### src/rtl/ram_reader_pkg.sv
// Shared types and widths for the ram_reader burst read initiator.
// The optional sticky error flag is enabled with RAM_READER_ERR_EN.
package ram_reader_pkg;

  localparam int ADDR_W             = 8;
  localparam int DATA_W             = 16;
  localparam int LEN_W              = 9;
  localparam int RD_LATENCY_DEFAULT = 6;
  localparam int FIFO_DEPTH_DEFAULT = 8;

  typedef enum logic [1:0] {
    IDLE,
    ISSUE,
    DRAIN
  } state_e;

  // One FIFO entry: the response word tagged with its end-of-burst marker.
  typedef struct packed {
    logic              last;
    logic [DATA_W-1:0] data;
  } rsp_t;

endpackage

### src/rtl/sync_fifo_reg.sv
// Synchronous FIFO with flop storage, no fall-through and an occupancy count.
// Pushes into a full FIFO are ignored; the caller guarantees space via credits.
module sync_fifo_reg #(
  parameter int  WIDTH = 17,
  parameter int  DEPTH = 8,
  localparam int CNT_W = $clog2(DEPTH + 1)
) (
  input  logic             clk,
  input  logic             rstp_i,
  input  logic             push_i,
  input  logic [WIDTH-1:0] push_data_i,
  input  logic             pop_i,
  output logic [WIDTH-1:0] pop_data_o,
  output logic             valid_o,
  output logic [CNT_W-1:0] count_o
);

  localparam int PTR_W = (DEPTH > 1) ? $clog2(DEPTH) : 1;

  logic [WIDTH-1:0] mem_q [DEPTH];
  logic [PTR_W-1:0] wr_ptr_q, rd_ptr_q;
  logic [CNT_W-1:0] count_q;
  logic             do_push, do_pop;

  function automatic logic [PTR_W-1:0] ptr_inc(input logic [PTR_W-1:0] p);
    return (p == PTR_W'(DEPTH - 1)) ? '0 : p + PTR_W'(1);
  endfunction

  assign do_pop  = pop_i && (count_q != '0);
  assign do_push = push_i && (count_q != CNT_W'(DEPTH));

  // NOTE: sequential state uses <= so every register samples pre-edge values.
  always_ff @(posedge clk) begin
    if (rstp_i) begin
      wr_ptr_q <= '0;
      rd_ptr_q <= '0;
      count_q  <= '0;
    end else begin
      if (do_push) wr_ptr_q <= ptr_inc(wr_ptr_q);
      if (do_pop)  rd_ptr_q <= ptr_inc(rd_ptr_q);
      case ({do_push, do_pop})
        2'b10:   count_q <= count_q + CNT_W'(1);
        2'b01:   count_q <= count_q - CNT_W'(1);
        default: count_q <= count_q;
      endcase
    end
  end

  // NOTE: storage is not reset; the empty-gated read below keeps stale contents invisible.
  always_ff @(posedge clk) begin
    if (do_push) mem_q[wr_ptr_q] <= push_data_i;
  end

  assign valid_o    = (count_q != '0);
  assign pop_data_o = valid_o ? mem_q[rd_ptr_q] : '0;
  assign count_o    = count_q;

endmodule

### src/rtl/ram_reader.sv
// Credit-gated burst reader for the fixed-latency 256x16 memory; responses
// leave through a valid/ready stream. Define RAM_READER_ERR_EN for the err port.
module ram_reader
  import ram_reader_pkg::*;
#(
  parameter int RD_LATENCY = RD_LATENCY_DEFAULT,
  parameter int FIFO_DEPTH = FIFO_DEPTH_DEFAULT
) (
  input  logic              clk,
  input  logic              rstp,
  input  logic [ADDR_W-1:0] cmd_addr,
  input  logic [LEN_W-1:0]  cmd_len,
  input  logic              cmd_valid,
  output logic              cmd_ready,
  output logic [ADDR_W-1:0] rd_addr,
  output logic              rd_read,
  input  logic [DATA_W-1:0] rd_data,
  input  logic              rd_valid,
  output logic [DATA_W-1:0] m_data,
  output logic              m_valid,
  output logic              m_last,
  input  logic              m_ready,
  output logic              busy
`ifdef RAM_READER_ERR_EN
  ,
  output logic              err
`endif
);

  localparam int CNT_W   = $clog2(FIFO_DEPTH + 1);
  localparam int FLUSH_W = $clog2(RD_LATENCY + 1);

  state_e             state_q, state_d;
  logic [ADDR_W-1:0]  cur_addr_q, cur_addr_d;
  logic [LEN_W-1:0]   remaining_q, remaining_d;
  logic [LEN_W-1:0]   rsp_left_q, rsp_left_d;
  logic [CNT_W-1:0]   outstanding_q, outstanding_d;
  logic [FLUSH_W-1:0] flush_q;
  logic               rd_read_q;
  logic [ADDR_W-1:0]  rd_addr_q;

  logic [CNT_W-1:0]   fifo_count;
  logic [CNT_W:0]     slots_used;
  logic               fifo_valid;
  logic               has_credit, flushing, rsp_accept, pop, cmd_fire, issue;
  rsp_t               push_word, head_word;

  // Credit is derived from registered values only, so a pop frees a slot next cycle.
  assign slots_used = {1'b0, fifo_count} + {1'b0, outstanding_q};
  assign has_credit = slots_used < (CNT_W + 1)'(FIFO_DEPTH);

  assign flushing   = (flush_q != '0);
  assign rsp_accept = rd_valid && !flushing && (outstanding_q != '0);
  assign cmd_ready  = (state_q == IDLE) && !rstp;
  assign cmd_fire   = cmd_valid && cmd_ready;
  assign pop        = fifo_valid && m_ready;

  assign push_word.last = (rsp_left_q == LEN_W'(1));
  assign push_word.data = rd_data;

  // NOTE: every always_comb output is defaulted first so no path can infer a latch.
  always_comb begin
    state_d       = state_q;
    cur_addr_d    = cur_addr_q;
    remaining_d   = remaining_q;
    rsp_left_d    = rsp_left_q;
    outstanding_d = outstanding_q;
    issue         = 1'b0;

    unique case (state_q)
      IDLE: begin
        if (cmd_fire && (cmd_len != '0)) begin
          cur_addr_d  = cmd_addr;
          remaining_d = cmd_len;
          rsp_left_d  = cmd_len;
          state_d     = ISSUE;
        end
      end
      ISSUE: begin
        if (has_credit) begin
          issue       = 1'b1;
          cur_addr_d  = cur_addr_q + ADDR_W'(1);
          remaining_d = remaining_q - LEN_W'(1);
          if (remaining_q == LEN_W'(1)) state_d = DRAIN;
        end
      end
      DRAIN: begin
        if (pop && head_word.last) state_d = IDLE;
      end
      default: state_d = IDLE;
    endcase

    if (rsp_accept) rsp_left_d = rsp_left_q - LEN_W'(1);

    if (issue && !rsp_accept)      outstanding_d = outstanding_q + CNT_W'(1);
    else if (!issue && rsp_accept) outstanding_d = outstanding_q - CNT_W'(1);
  end

  always_ff @(posedge clk) begin
    if (rstp) begin
      state_q       <= IDLE;
      cur_addr_q    <= '0;
      remaining_q   <= '0;
      rsp_left_q    <= '0;
      outstanding_q <= '0;
      rd_read_q     <= 1'b0;
      rd_addr_q     <= '0;
      flush_q       <= FLUSH_W'(RD_LATENCY);
    end else begin
      state_q       <= state_d;
      cur_addr_q    <= cur_addr_d;
      remaining_q   <= remaining_d;
      rsp_left_q    <= rsp_left_d;
      outstanding_q <= outstanding_d;
      rd_read_q     <= issue;
      if (issue)    rd_addr_q <= cur_addr_q;
      // Reads launched before reset may still return; ignore them for one latency.
      if (flushing) flush_q   <= flush_q - FLUSH_W'(1);
    end
  end

  sync_fifo_reg #(
    .WIDTH ($bits(rsp_t)),
    .DEPTH (FIFO_DEPTH)
  ) u_rsp_fifo (
    .clk         (clk),
    .rstp_i      (rstp),
    .push_i      (rsp_accept),
    .push_data_i (push_word),
    .pop_i       (pop),
    .pop_data_o  (head_word),
    .valid_o     (fifo_valid),
    .count_o     (fifo_count)
  );

  assign rd_read = rd_read_q;
  assign rd_addr = rd_addr_q;
  assign m_valid = fifo_valid;
  assign m_data  = head_word.data;
  assign m_last  = head_word.last;
  assign busy    = (state_q != IDLE);

`ifdef RAM_READER_ERR_EN
  logic err_q;
  logic fifo_full;

  assign fifo_full = (fifo_count == CNT_W'(FIFO_DEPTH));

  always_ff @(posedge clk) begin
    if (rstp) begin
      err_q <= 1'b0;
    end else if ((rd_valid && !flushing && (outstanding_q == '0)) ||
                 (rsp_accept && fifo_full)) begin
      err_q <= 1'b1;
    end
  end

  assign err = err_q;
`endif

endmodule
### config.mk
export PLATFORM = sky130hd
export DESIGN_NAME = ram_reader
export DESIGN_NICKNAME = d
export VERILOG_FILES = /design/src/rtl/ram_reader_pkg.sv /design/src/rtl/sync_fifo_reg.sv /design/src/rtl/ram_reader.sv
export SDC_FILE = /design/constraint.sdc
export NUM_CORES = 1
export LEC_CHECK = 0
export ABC_CLOCK_PERIOD_IN_PS = 4800
export BUFFER_PORTS_ARGS = -buffer_cell sky130_fd_sc_hd__buf_4
export CAP_MARGIN = 20
export CORE_AREA = 2 2 148 150
export CTS_CLUSTER_DIAMETER = 100
export CTS_CLUSTER_SIZE = 14
export DETAILED_ROUTE_END_ITERATION = 10
export DIE_AREA = 0 0 150 152
export PLACE_DENSITY = 0.53
export SKIP_LAST_GASP = 1
export SYNTH_ARGS = -nofsm -noshare
export SYNTH_HDL_FRONTEND = slang
export SYNTH_HIERARCHICAL = 1
export SYNTH_SLANG_ARGS = --single-unit
### constraint.sdc
create_clock -name clk -period 4.8 [get_ports clk]
set_clock_uncertainty 0.2 [all_clocks]
set_input_delay 0.24 -clock clk [delete_from_list [all_inputs] [get_ports clk]]
set_output_delay 0.24 -clock clk [all_outputs]
set_load 0.01 [all_outputs]
==> flow_metrics.py, run 1 <==
metrics = {
    "run_status": {
        "status": "completed",
    },
    "sta": {
        "relSlewSlack_pct": 34.8,
        "slew_violations": 0,
        "post-route-period-util_pct": 73.2,
        "rsz0062_at_grt": "no",
        "max_freq_ghz": 0.285,
        "finalSetupTns_ns": 0,
        "hold_viol_final": 0,
        "tightestPinTransition_ns": 0.978,
        "setup_viol": 0,
        "whs_ns": 0.0400,
        "finalCriticalPeriod_ns": 3.51,
    },
    "die": {
        "die_h_um": 152,
        "start_util_pct": 39.2,
        "fp.dieArea_um2": 22800,
        "rows": 54,
        "io_pins": 67,
        "die_x_um": 150,
        "core_area_um2": 21400,
    },
    "clock_tree": {
        "h-tree-depth": 4,
        "cts-buffers-inserted": 17,
        "clock_path_buffers": 2,
        "clk_latency_ns": 0.43,
        "clk_pin_slew_ns": 0.07,
        "clkSinkCount": 193,
        "cts_tree": "done",
        "cts_root_buffer": "clkbuf_16",
    },
    "placement": {
        "place.port_buffers": 66,
        "dp_hpwl_um": 11600,
        "place_congestion": 0.781,
    },
    "drt": {
        "drtPass1Iterations": 5,
        "wl_per_cell_um": 17.8,
        "drtAntennaViolNets": 0,
        "vias": 5150,
        "viasPerCell": 5.24,
        "drt_wl_total_um": 17500,
        "drt_iter0_drc": 305,
        "route.detailed.drc": 0,
    },
    "finish": {
        "fill_cells": 1892,
        "final_nets": 749,
        "area_growth_pct": 20.7,
        "drive_gt1_share_pct": 25.3,
        "diodes": 0,
    },
    "power_and_ir_drop": {
        "pwr_density_cell_nw_per_um2": 339,
        "p_leak_nw": 3.53,
        "peakVddDrop_v": 0.000248,
    },
    "logic_synthesis": {
        "synthArstFlopShare_pct": 0,
        "synth.avg_cell_area_um2": 14.2,
        "yosys_warnings": 6,
        "synthFlopType": "edfxtp_1",
        "syn_area_um2": 8360,
        "ys_types": 67,
        "synthCells": 587,
        "syn_nets": 645,
        "synth_seq_cells": 193,
        "yosysSeqAreaShare_pct": 62.5,
        "synth_edf_count": 136,
    },
    "setup_path": {
        "cp_slowest_cell": "nand2b_1",
        "cp_cell_sequence": "nand2b_1 > a211oi_4 > buf_4 > ha_1 > inv_1 > ha_1 > a21o_1 > a21oi_1 > xnor2_1 > or3_1 > a21oi_1",
        "critical_path.max_fanout": 24,
        "crit_required_ns": 4.95,
        "startpoint_type": "flip-flop",
        "arrival_ns": 3.66,
        "critPathMaxStageDelay_ns": 0.62,
        "r2r_slack_ns": 1.29,
        "worstSetupEndpointType": "flip-flop",
        "worst-setup-path-type": "flip-flop to flip-flop",
    },
    "global_routing": {
        "grt_usage_pct": 16.2,
        "grt_pass1_wl_um": 28300,
        "grt_pass1_vias": 5236,
        "gr-total-overflow": 0,
        "grt_max_degree": 56,
        "antenna_found_initial": 0,
    },
    "hold_path": {
        "hp-class": "primary input to flip-flop",
    },
    "flow_run": {
        "cap_violations": 0,
    },
}
report_power, final:
| part | total, mW | internal [mW] | switching, mW |
|---|---|---|---|
| registers | 1.84 | 1.81 | 0.0301 |
| clock network | 1.34 | 0.724 | 0.618 |
| logic | 0.244 | 0.112 | 0.132 |
cells in the final DEF (no fill, tap or decap), drive strengths merged, types with 10 or more instances in the layout:
master,n
a211oi,10
a21oi,27
buf,84
clkbuf,18
dfxtp,57
dlygate4sd3,29
edfxtp,136
ha,19
inv,21
mux2i,32
mux4,34
nand2,29
nand3,11
nor2,66
nor3,17
o21ai,15
worst paths after layout:
kind                     from          endpoint  cells after the start
setup / recovery   state_q[1]  outstanding_q[3]                     11
hold / removal    cmd_addr[6]     cur_addr_q[6]                      4
setup reg to reg   state_q[1]  outstanding_q[3]                     11
hold reg to reg    flush_q[2]        flush_q[2]                      1
metal layers:
metal,up-vias,track usage (%),routed length (µm)
met5,-,0,0
met4,0,4.18,179
met3,15,3.24,650
met2,102,28.3,9170
met1,2575,20.4,7540
li1,2458,-,-
registers in the layout, summed over array words and instances, names as in the netlist, named ones only:
signal and count:
cur_addr_q 8, flush_q 3, outstanding_q 4, rd_addr 8
rd_read 1, remaining_q 9, rsp_left_q 9, state_q 2
u_rsp_fifo/count_o 4, u_rsp_fifo/mem_q 136, u_rsp_fifo/rd_ptr_q 3, u_rsp_fifo/wr_ptr_q 3
repair_timing:
action | in CTS | in global routing
hold endpoints to repair | 146 | 0
hold buffers | 29 | 0
setup buffers | 0 | 0
endpoints found under the setup margin | 0 | 0
resized for setup | 0 | 0
worst max-delay path: cells and delay by family (launching register included):
kind	cells	cell delay [ns]
adder cells (fa/ha/maj)	2	0.52
buffers and inverters	2	0.43
flip-flops	1	0.37
AND/OR/NAND/NOR	2	0.92
AO/OA/AOI/OAI	4	0.89
XOR/XNOR	1	0.10
logic make-up (layout without fill, tap and decap cells):
kind of cell	count (synthesis)	after routing	share of synthesized area, %
flops	193	193	62.5
simple gates	166	166	10.0
compound gates	87	87	7.62
mux	68	68	13.3
buf+inv	43	159	2.45
fa+ha+maj	20	20	3.08
xor+xnor	10	10	1.05
area by class of cell:
type                    instances  area [µm²]  share of cell area [%]
flip-flops and latches        193        5230                    51.8
repair buffers                113         941                    9.33
well taps                     280         350                    3.47
inverters                      15        56.3                   0.558
multi-input cells             351        2960                    29.3
clock inverters                13         128                    1.27
clock buffers                  18         429                    4.25
metrics by stage:
step                worst slack, ns  cells  area (µm²)  utilization (%)  total power, mW
global route                   1.01    983       10100             47.2             3.57
global placement               1.42    922        9210             43.1             2.09
detailed placement             1.29    922        9210             43.1             2.10
floorplan                      1.12    587        8360                -             2.01
finish                         1.29    983       10100             47.2             3.42
CTS                            1.25    982       10100             47.1             3.47
synth_stat cells, types with 14 or more instances:
master    count  area share, %
edfxtp_1    136             49
nor2_1       64            2.9
dfxtp_1      57             14
mux4_2       34            9.2
mux2i_1      32            3.8
nand2_1      28            1.3
a21oi_1      26            1.6
ha_1         19            2.8
nor3_1       17            1.0
inv_1        14           0.63
o21ai_0      14           0.84
Note: power is estimated with default switching activity, not from simulation.
==> run 2: changes to the inputs <==
- ABC_AREA: default -> 1
- ABC_CLOCK_PERIOD_IN_PS: 4800 -> 2900
- CORE_AREA: 2 2 148 150 -> 2 2 151 153
- DIE_AREA: 0 0 150 152 -> 0 0 153 155
- PLACE_DENSITY: 0.53 -> 0.56
- clock period: 4.8 -> 2.9 ns (I/O delays scaled with it)
==> flow_metrics.py, run 2 <==
metrics = {
    "logic_synthesis": {
        "synth_common_cells": "nor2_1 (206), edfxtp_1 (136), o21ai_0 (130)",
        "synth_xor_area_share_pct": 0.603,
        "yosysSeqAreaShare_pct": 59.9,
        "synth.avg_cell_area_um2": 9.55,
        "yosysMostFrequentCell": "nor2_1",
        "synthCells": 913,
        "synth_edf_count": 136,
        "synth_seq_cells": 193,
        "syn_area_um2": 8720,
        "synth_top_family_by_area": "simple AND/OR/NAND/NOR gates",
        "synth_mux_area_share_pct": 0,
        "yosysTopAreaCell": "edfxtp_1",
        "ys_top_cells_by_area": "edfxtp_1 (47%), dfxtp_1 (13%), nor2_1 (8.9%), o21ai_0 (7.5%), nand2_1 (4.9%)",
        "synth_compound_area_share_pct": 12.7,
        "synthFlopType": "edfxtp_1",
        "yosys.area_share.simple_pct": 18.3,
        "netlist.area_leader.share_pct": 46.8,
        "synthAdderAreaFrac_pct": 2.96,
        "yosys_warnings": 6,
        "ys_types": 42,
        "synthArstFlopShare_pct": 0,
        "syn_nets": 971,
    },
    "placement": {
        "dpl.cell_count": 1252,
        "place.port_buffers": 66,
        "place_congestion": 0.813,
        "placed_area_um2": 9560,
        "dp_hpwl_um": 12400,
    },
    "finish": {
        "final_cell_mix": "nor2_1 (198), edfxtp_1 (136), o21ai_0 (130)",
        "final_common_cell": "nor2_1",
        "diodes": 0,
        "instances_no_fill": 1321,
        "drive_gt1_share_pct": 15.2,
        "final_nets": 1081,
        "largest-register": "u_rsp_fifo/mem_q",
        "reg_top3": "u_rsp_fifo/mem_q x136, remaining_q x9, rsp_left_q x9",
        "area_growth_pct": 21.0,
        "final_cell_area_um2": 10500,
        "largest_register_ffs": 136,
    },
    "sta": {
        "whs_ns": 0.0754,
        "setup_viol": 0,
        "slew_violations": 0,
        "finalSetupTns_ns": 0,
        "tightestPinTransition_ns": 0.462,
        "finalCriticalPeriod_ns": 2.60,
        "relSlewSlack_pct": 69.2,
        "max_freq_ghz": 0.385,
        "rsz0062_at_grt": "no",
        "hold_viol_final": 0,
        "post-route-period-util_pct": 89.6,
    },
    "drt": {
        "drt_wl_total_um": 19700,
        "viasPerCell": 4.92,
        "drt_iter0_drc": 323,
        "wl_per_cell_um": 14.9,
        "drtPass1Iterations": 4,
        "route.detailed.drc": 0,
        "drtAntennaViolNets": 0,
        "vias": 6498,
    },
    "setup_path": {
        "critPathLaunch": "u_rsp_fifo/count_o[3]",
        "worst-setup-path-type": "flip-flop to flip-flop",
        "r2r_slack_ns": 0.30,
        "startpoint_type": "flip-flop",
        "arrival_ns": 2.71,
        "worstSetupEndpointType": "flip-flop",
        "crit_required_ns": 3.01,
        "cp_cell_sequence": "ha_1 > nor3_2 > nand3_4 > inv_2 > ha_1 > inv_1 > ha_1 > nand2_1 > inv_1 > o21ai_0 > nand2_1 > nand2_1 > nand2_1 > nand2_1 > a21oi_1",
        "critical_path.top_delay_family": "adder cells",
        "critPathMaxStageDelay_ns": 0.42,
        "crit_end": "outstanding_q[3]",
        "cp_slowest_cell": "dfxtp_1",
        "timing.rr.start": "u_rsp_fifo/count_o[3]",
        "cp.depth": 15,
        "cp_num_buf_inv": 3,
        "ff2ff_path_depth": 15,
        "reg2reg_to": "outstanding_q[3]",
        "critical_path.max_fanout": 5,
        "worst_path_most_repeated_cell": "nand2_1",
    },
    "global_routing": {
        "grt_max_degree": 45,
        "antenna_found_initial": 0,
        "grt_usage_pct": 17.1,
        "grt_pass1_wl_um": 32400,
        "grt_pass1_vias": 6341,
        "gr-total-overflow": 0,
    },
    "die": {
        "rows": 55,
        "fp.dieArea_um2": 23700,
        "die_x_um": 153,
        "die_h_um": 155,
        "io_pins": 67,
        "start_util_pct": 39.2,
        "core_area_um2": 22200,
    },
    "hold_path": {
        "hp-class": "primary input to flip-flop",
        "hold_path_depth": 7,
    },
    "power_and_ir_drop": {
        "p_sw_share_pct": 32.2,
        "p_leak_nw": 4.14,
        "pwr_density_cell_nw_per_um2": 694,
        "seq_power_share_pct": 45.5,
        "pwr-share-clk_pct": 32.7,
        "peakVddDrop_v": 0.000458,
        "p_comb_share_pct": 21.7,
        "power.total_mw": 7.32,
        "intPower_mw": 4.96,
        "netSwitchingPower_mw": 2.36,
    },
    "clock_tree": {
        "clk_latency_ns": 0.44,
        "clkSinkCount": 193,
        "cts_root_buffer": "clkbuf_16",
        "clk_pin_slew_ns": 0.08,
        "cts-buffers-inserted": 17,
        "cts_tree": "done",
        "h-tree-depth": 4,
        "clock_path_buffers": 2,
    },
    "run_status": {
        "status": "completed",
    },
    "flow_run": {
        "cap_violations": 0,
    },
}
## run 2: cell count changes in the layout (fill, tap and decap cells not counted), moves of 32 or more
cell,delta
mux4_2,-34
o21ai_0,+116
mux2i_1,-32
nor2_1,+134
inv_1,+45
nand2_1,+86
## run 2: final cells by class
cell class	count	area, µm²
fill	2094	11700
sequential	193	5230
clock buffer	17	425
tap	285	357
multi-input combinational	616	3030
timing repair buffer	129	1060
clock inverter	15	194
inverter	66	253
## run 2: per-layer routing
layer / up-vias / share of wire [%] / global-route usage (%)
met5: - / 0 / 0
met4: 0 / 1.3 / 5.38
met3: 21 / 3.6 / 2.67
met2: 121 / 49 / 29.0
met1: 3030 / 46 / 22.7
li1: 3326 / - / -
## run 2: cell families after synthesis
family | after synthesis
AOI/OAI and AO/OA | 209
xor gates and xnor gates | 6
adders and majority gates | 20
buffers and inverters | 104
DFF | 193
and+or+nand+nor | 381
## run 2: worst min-delay path by stage
| stage | slack, ns | end | from |
|---|---|---|---|
| 6_report | 0.08 | state_q[0] | m_ready |
| 5_1_grt | 0.10 | outstanding_q[2] | rd_valid |
| 4_1_cts | 0.05 | state_q[0] | m_ready |
| 3_5_place_dp | 0.18 | u_rsp_fifo/mem_q[0][9] | rd_data[9] |
| 3_3_place_gp | 0.18 | u_rsp_fifo/mem_q[7][2] | rd_data[2] |
| 2_1_floorplan | 0.02 | u_rsp_fifo/count_o[0] | rstp |
## run 2: stage by stage
stage	setup slack [ns]	util, %
after CTS	0.212	47.4
after detailed placement	0.349	43.0
after global routing	0.0543	47.5
after floorplan	0.226	-
after global placement	0.409	43.0
final	0.303	47.5
## run 2: power groups by stage
stage	clock [mW]	sequential, mW	combinational (mW)
3_3_place_gp	0	3.39	1.52
3_5_place_dp	0	3.39	1.54
4_1_cts	2.45	3.33	1.60
6_report	2.40	3.33	1.59
5_1_grt	2.56	3.37	1.82
2_1_floorplan	0	3.36	1.14
## run 2: worst register-to-register path, cell delays in order (launching register included)
cell	delay (ns)
dfxtp_1	0.42
ha_1	0.27
nor3_2	0.27
nand3_4	0.10
inv_2	0.07
ha_1	0.18
inv_1	0.10
ha_1	0.28
nand2_1	0.07
inv_1	0.04
o21ai_0	0.21
nand2_1	0.08
nand2_1	0.06
nand2_1	0.05
nand2_1	0.05
a21oi_1	0.05
## run 2: timing repair
item	in CTS	in global routing
hold buffers	37	0
resized for setup	0	1
endpoints found under the hold margin	160	0
buffers inserted	0	0
endpoints found under the setup margin	0	1
==> run 3: changes to the inputs <==
- ABC_CLOCK_PERIOD_IN_PS: 2900 -> 3200
- CORE_AREA: 2 2 151 153 -> 2 2 161 163
- DIE_AREA: 0 0 153 155 -> 0 0 163 165
- PLACE_DENSITY: 0.56 -> 0.48
- SYNTH_HIERARCHICAL: 1 -> default
- clock period: 2.9 -> 3.2 ns (I/O delays scaled with it)
==> flow_metrics.py, run 3 <==
metrics = {
    "run_status": {
        "status": "completed",
    },
    "sta": {
        "tightestPinTransition_ns": 0.697,
        "relSlewSlack_pct": 53.5,
        "max_freq_ghz": 0.373,
        "finalSetupTns_ns": 0,
        "hold_viol_final": 0,
        "whs_ns": 0.0194,
        "slew_violations": 0,
        "rsz0062_at_grt": "no",
        "post-route-period-util_pct": 83.9,
        "finalCriticalPeriod_ns": 2.68,
        "setup_viol": 0,
    },
    "hold_path": {
        "hp-class": "primary input to flip-flop",
    },
    "setup_path": {
        "arrival_ns": 2.85,
        "critPathMaxStageDelay_ns": 0.32,
        "r2r_slack_ns": 0.52,
        "startpoint_type": "flip-flop",
        "crit_required_ns": 3.37,
        "critical_path.max_fanout": 8,
        "worst_path_most_repeated_cell": "nand2_1",
        "reg2reg_to": "outstanding_q[3]",
        "crit_end": "outstanding_q[3]",
        "cp_cell_sequence": "ha_1 > nor3_2 > nand3_4 > inv_1 > ha_1 > inv_1 > ha_1 > nand2_1 > inv_1 > o21ai_0 > nand2_1 > nand2_1 > nand3_1 > nand2_1 > nand2_1 > nor2_1",
        "worst-setup-path-type": "flip-flop to flip-flop",
        "ff2ff_path_depth": 16,
        "timing.rr.start": "outstanding_q[3]",
        "worstSetupEndpointType": "flip-flop",
        "critPathLaunch": "outstanding_q[3]",
        "cp_slowest_cell": "dfxtp_1",
        "cp.depth": 16,
        "critical_path.top_delay_family": "simple AND/OR/NAND/NOR gates",
        "cp_num_buf_inv": 3,
    },
    "power_and_ir_drop": {
        "p_leak_nw": 4.13,
        "pwr_density_cell_nw_per_um2": 718,
        "peakVddDrop_v": 0.000312,
    },
    "clock_tree": {
        "cts_root_buffer": "clkbuf_16",
        "clock_path_buffers": 2,
        "clk_latency_ns": 0.43,
        "clkSinkCount": 193,
        "postCtsSetupBuffers": 0,
        "h-tree-depth": 4,
        "cts-buffers-inserted": 17,
        "cts_tree": "done",
        "clk_pin_slew_ns": 0.08,
    },
    "logic_synthesis": {
        "yosys_warnings": 0,
        "synthFlopType": "edfxtp_1",
        "yosysSeqAreaShare_pct": 60.3,
        "ys_top_cells_by_area": "edfxtp_1 (47%), dfxtp_1 (13%), nor2_1 (8.6%), o21ai_0 (8.4%), nand2_1 (4.6%)",
        "synth_common_cells": "nor2_1 (198), o21ai_0 (145), edfxtp_1 (136)",
        "yosysTopAreaCell": "edfxtp_1",
        "ys_types": 39,
        "synthCells": 905,
        "synth_edf_count": 136,
        "synthArstFlopShare_pct": 0,
        "netlist.area_leader.share_pct": 47.2,
        "synth.avg_cell_area_um2": 9.57,
        "synth_seq_cells": 193,
        "yosysMostFrequentCell": "nor2_1",
        "syn_nets": 965,
        "syn_area_um2": 8660,
    },
    "drt": {
        "route.detailed.drc": 0,
        "drtAntennaViolNets": 0,
        "drtPass1Iterations": 4,
        "vias": 6444,
        "wl_per_cell_um": 15.0,
        "viasPerCell": 4.76,
        "drt_wl_total_um": 20300,
        "drt_iter0_drc": 393,
    },
    "finish": {
        "final_common_cell": "nor2_1",
        "largest-register": "u_rsp_fifo.mem_q",
        "reg_top3": "u_rsp_fifo.mem_q x136, remaining_q x9, rsp_left_q x9",
        "fill_cells": 2458,
        "final_nets": 1070,
        "drive_gt1_share_pct": 15.5,
        "final_cell_mix": "nor2_1 (190), o21ai_0 (145), edfxtp_1 (136)",
        "largest_register_ffs": 136,
        "diodes": 0,
        "area_growth_pct": 22.1,
    },
    "global_routing": {
        "grt_pass1_vias": 6400,
        "grt_usage_pct": 15.8,
        "grt_max_degree": 69,
        "gr-total-overflow": 0,
        "grt_pass1_wl_um": 33200,
        "antenna_found_initial": 0,
    },
    "die": {
        "core_area_um2": 25000,
        "io_pins": 67,
        "die_x_um": 163,
        "die_h_um": 165,
        "fp.dieArea_um2": 26900,
        "start_util_pct": 34.6,
        "rows": 58,
    },
    "placement": {
        "place.port_buffers": 66,
        "dp_hpwl_um": 12700,
        "place_congestion": 0.773,
    },
    "flow_run": {
        "cap_violations": 0,
    },
}
## run 3: logic make-up after synthesis
family / share of synthesized area (%)
adders and majority gates: 3.35
and+or+nand+nor: 17.4
buffers and inverters: 5.53
AOI/OAI and AO/OA: 12.6
xor gates and xnor gates: 0.708
DFF: 60.3
## run 3: how the worst min path moves through the flow
stage	from	endpoint	slack, ns	cells after the start
2_1_floorplan	rd_data[0]	u_rsp_fifo.mem_q[0][0]	0.06	0
5_1_grt	cmd_len[2]	rsp_left_q[2]	0.04	5
4_1_cts	cmd_len[2]	rsp_left_q[2]	0.0001	5
3_3_place_gp	rd_data[1]	u_rsp_fifo.mem_q[2][1]	0.20	1
6_report	cmd_len[2]	rsp_left_q[2]	0.02	5
3_5_place_dp	rd_data[10]	u_rsp_fifo.mem_q[2][10]	0.20	1
## run 3: routing by layer
metal  GRT usage [%]  wire length (µm)  up-vias
met3            2.76               563       17
met4            4.22               225        0
li1                -                 -     3278
met1            19.4              9290     3049
met2            28.7             10300      100
met5               0                 0        -
## run 3: what timing repair did
item / 4_1_cts / 5_1_grt
resized for setup: 0 / 0
endpoints found under the hold margin: 165 / 0
hold buffers: 36 / 0
## run 3: stage by stage
stage          utilization, %  cells  setup slack, ns  cell area [µm²]  total power, mW
2_1_floorplan               -    905            0.560             8660             4.50
3_3_place_gp             38.3   1284            0.527             9580             5.45
3_5_place_dp             38.4   1285            0.520             9600             5.46
4_1_cts                  42.2   1353            0.496            10600             7.73
5_1_grt                  42.2   1353            0.134            10600             8.11
6_report                 42.2   1353            0.516            10600             7.59
## run 3: where the power goes
part	leakage (nW)	switching, mW	internal (mW)
Combinational	2.14	1.52	0.947
Clock	0.296	1.02	1.20
Sequential	1.69	0.112	2.80
## run 3: layout make-up
cell class,instances,area [µm²],share of cell area (%)
Timing Repair Buffer,128,1080,10.2
Sequential cell,193,5230,49.4
Clock inverter,15,184,1.74
Clock buffer,17,425,4.02
Tap cell,330,413,3.90
Multi-Input combinational cell,599,2970,28.1
Inverter,71,267,2.52
## run 3: worst min-delay path, delay by kind of cell
kind	cells	cell delay, ns
buffers and inverters	2	0.14
AOI/OAI and AO/OA	2	0.24
and+or+nand+nor	1	0.08
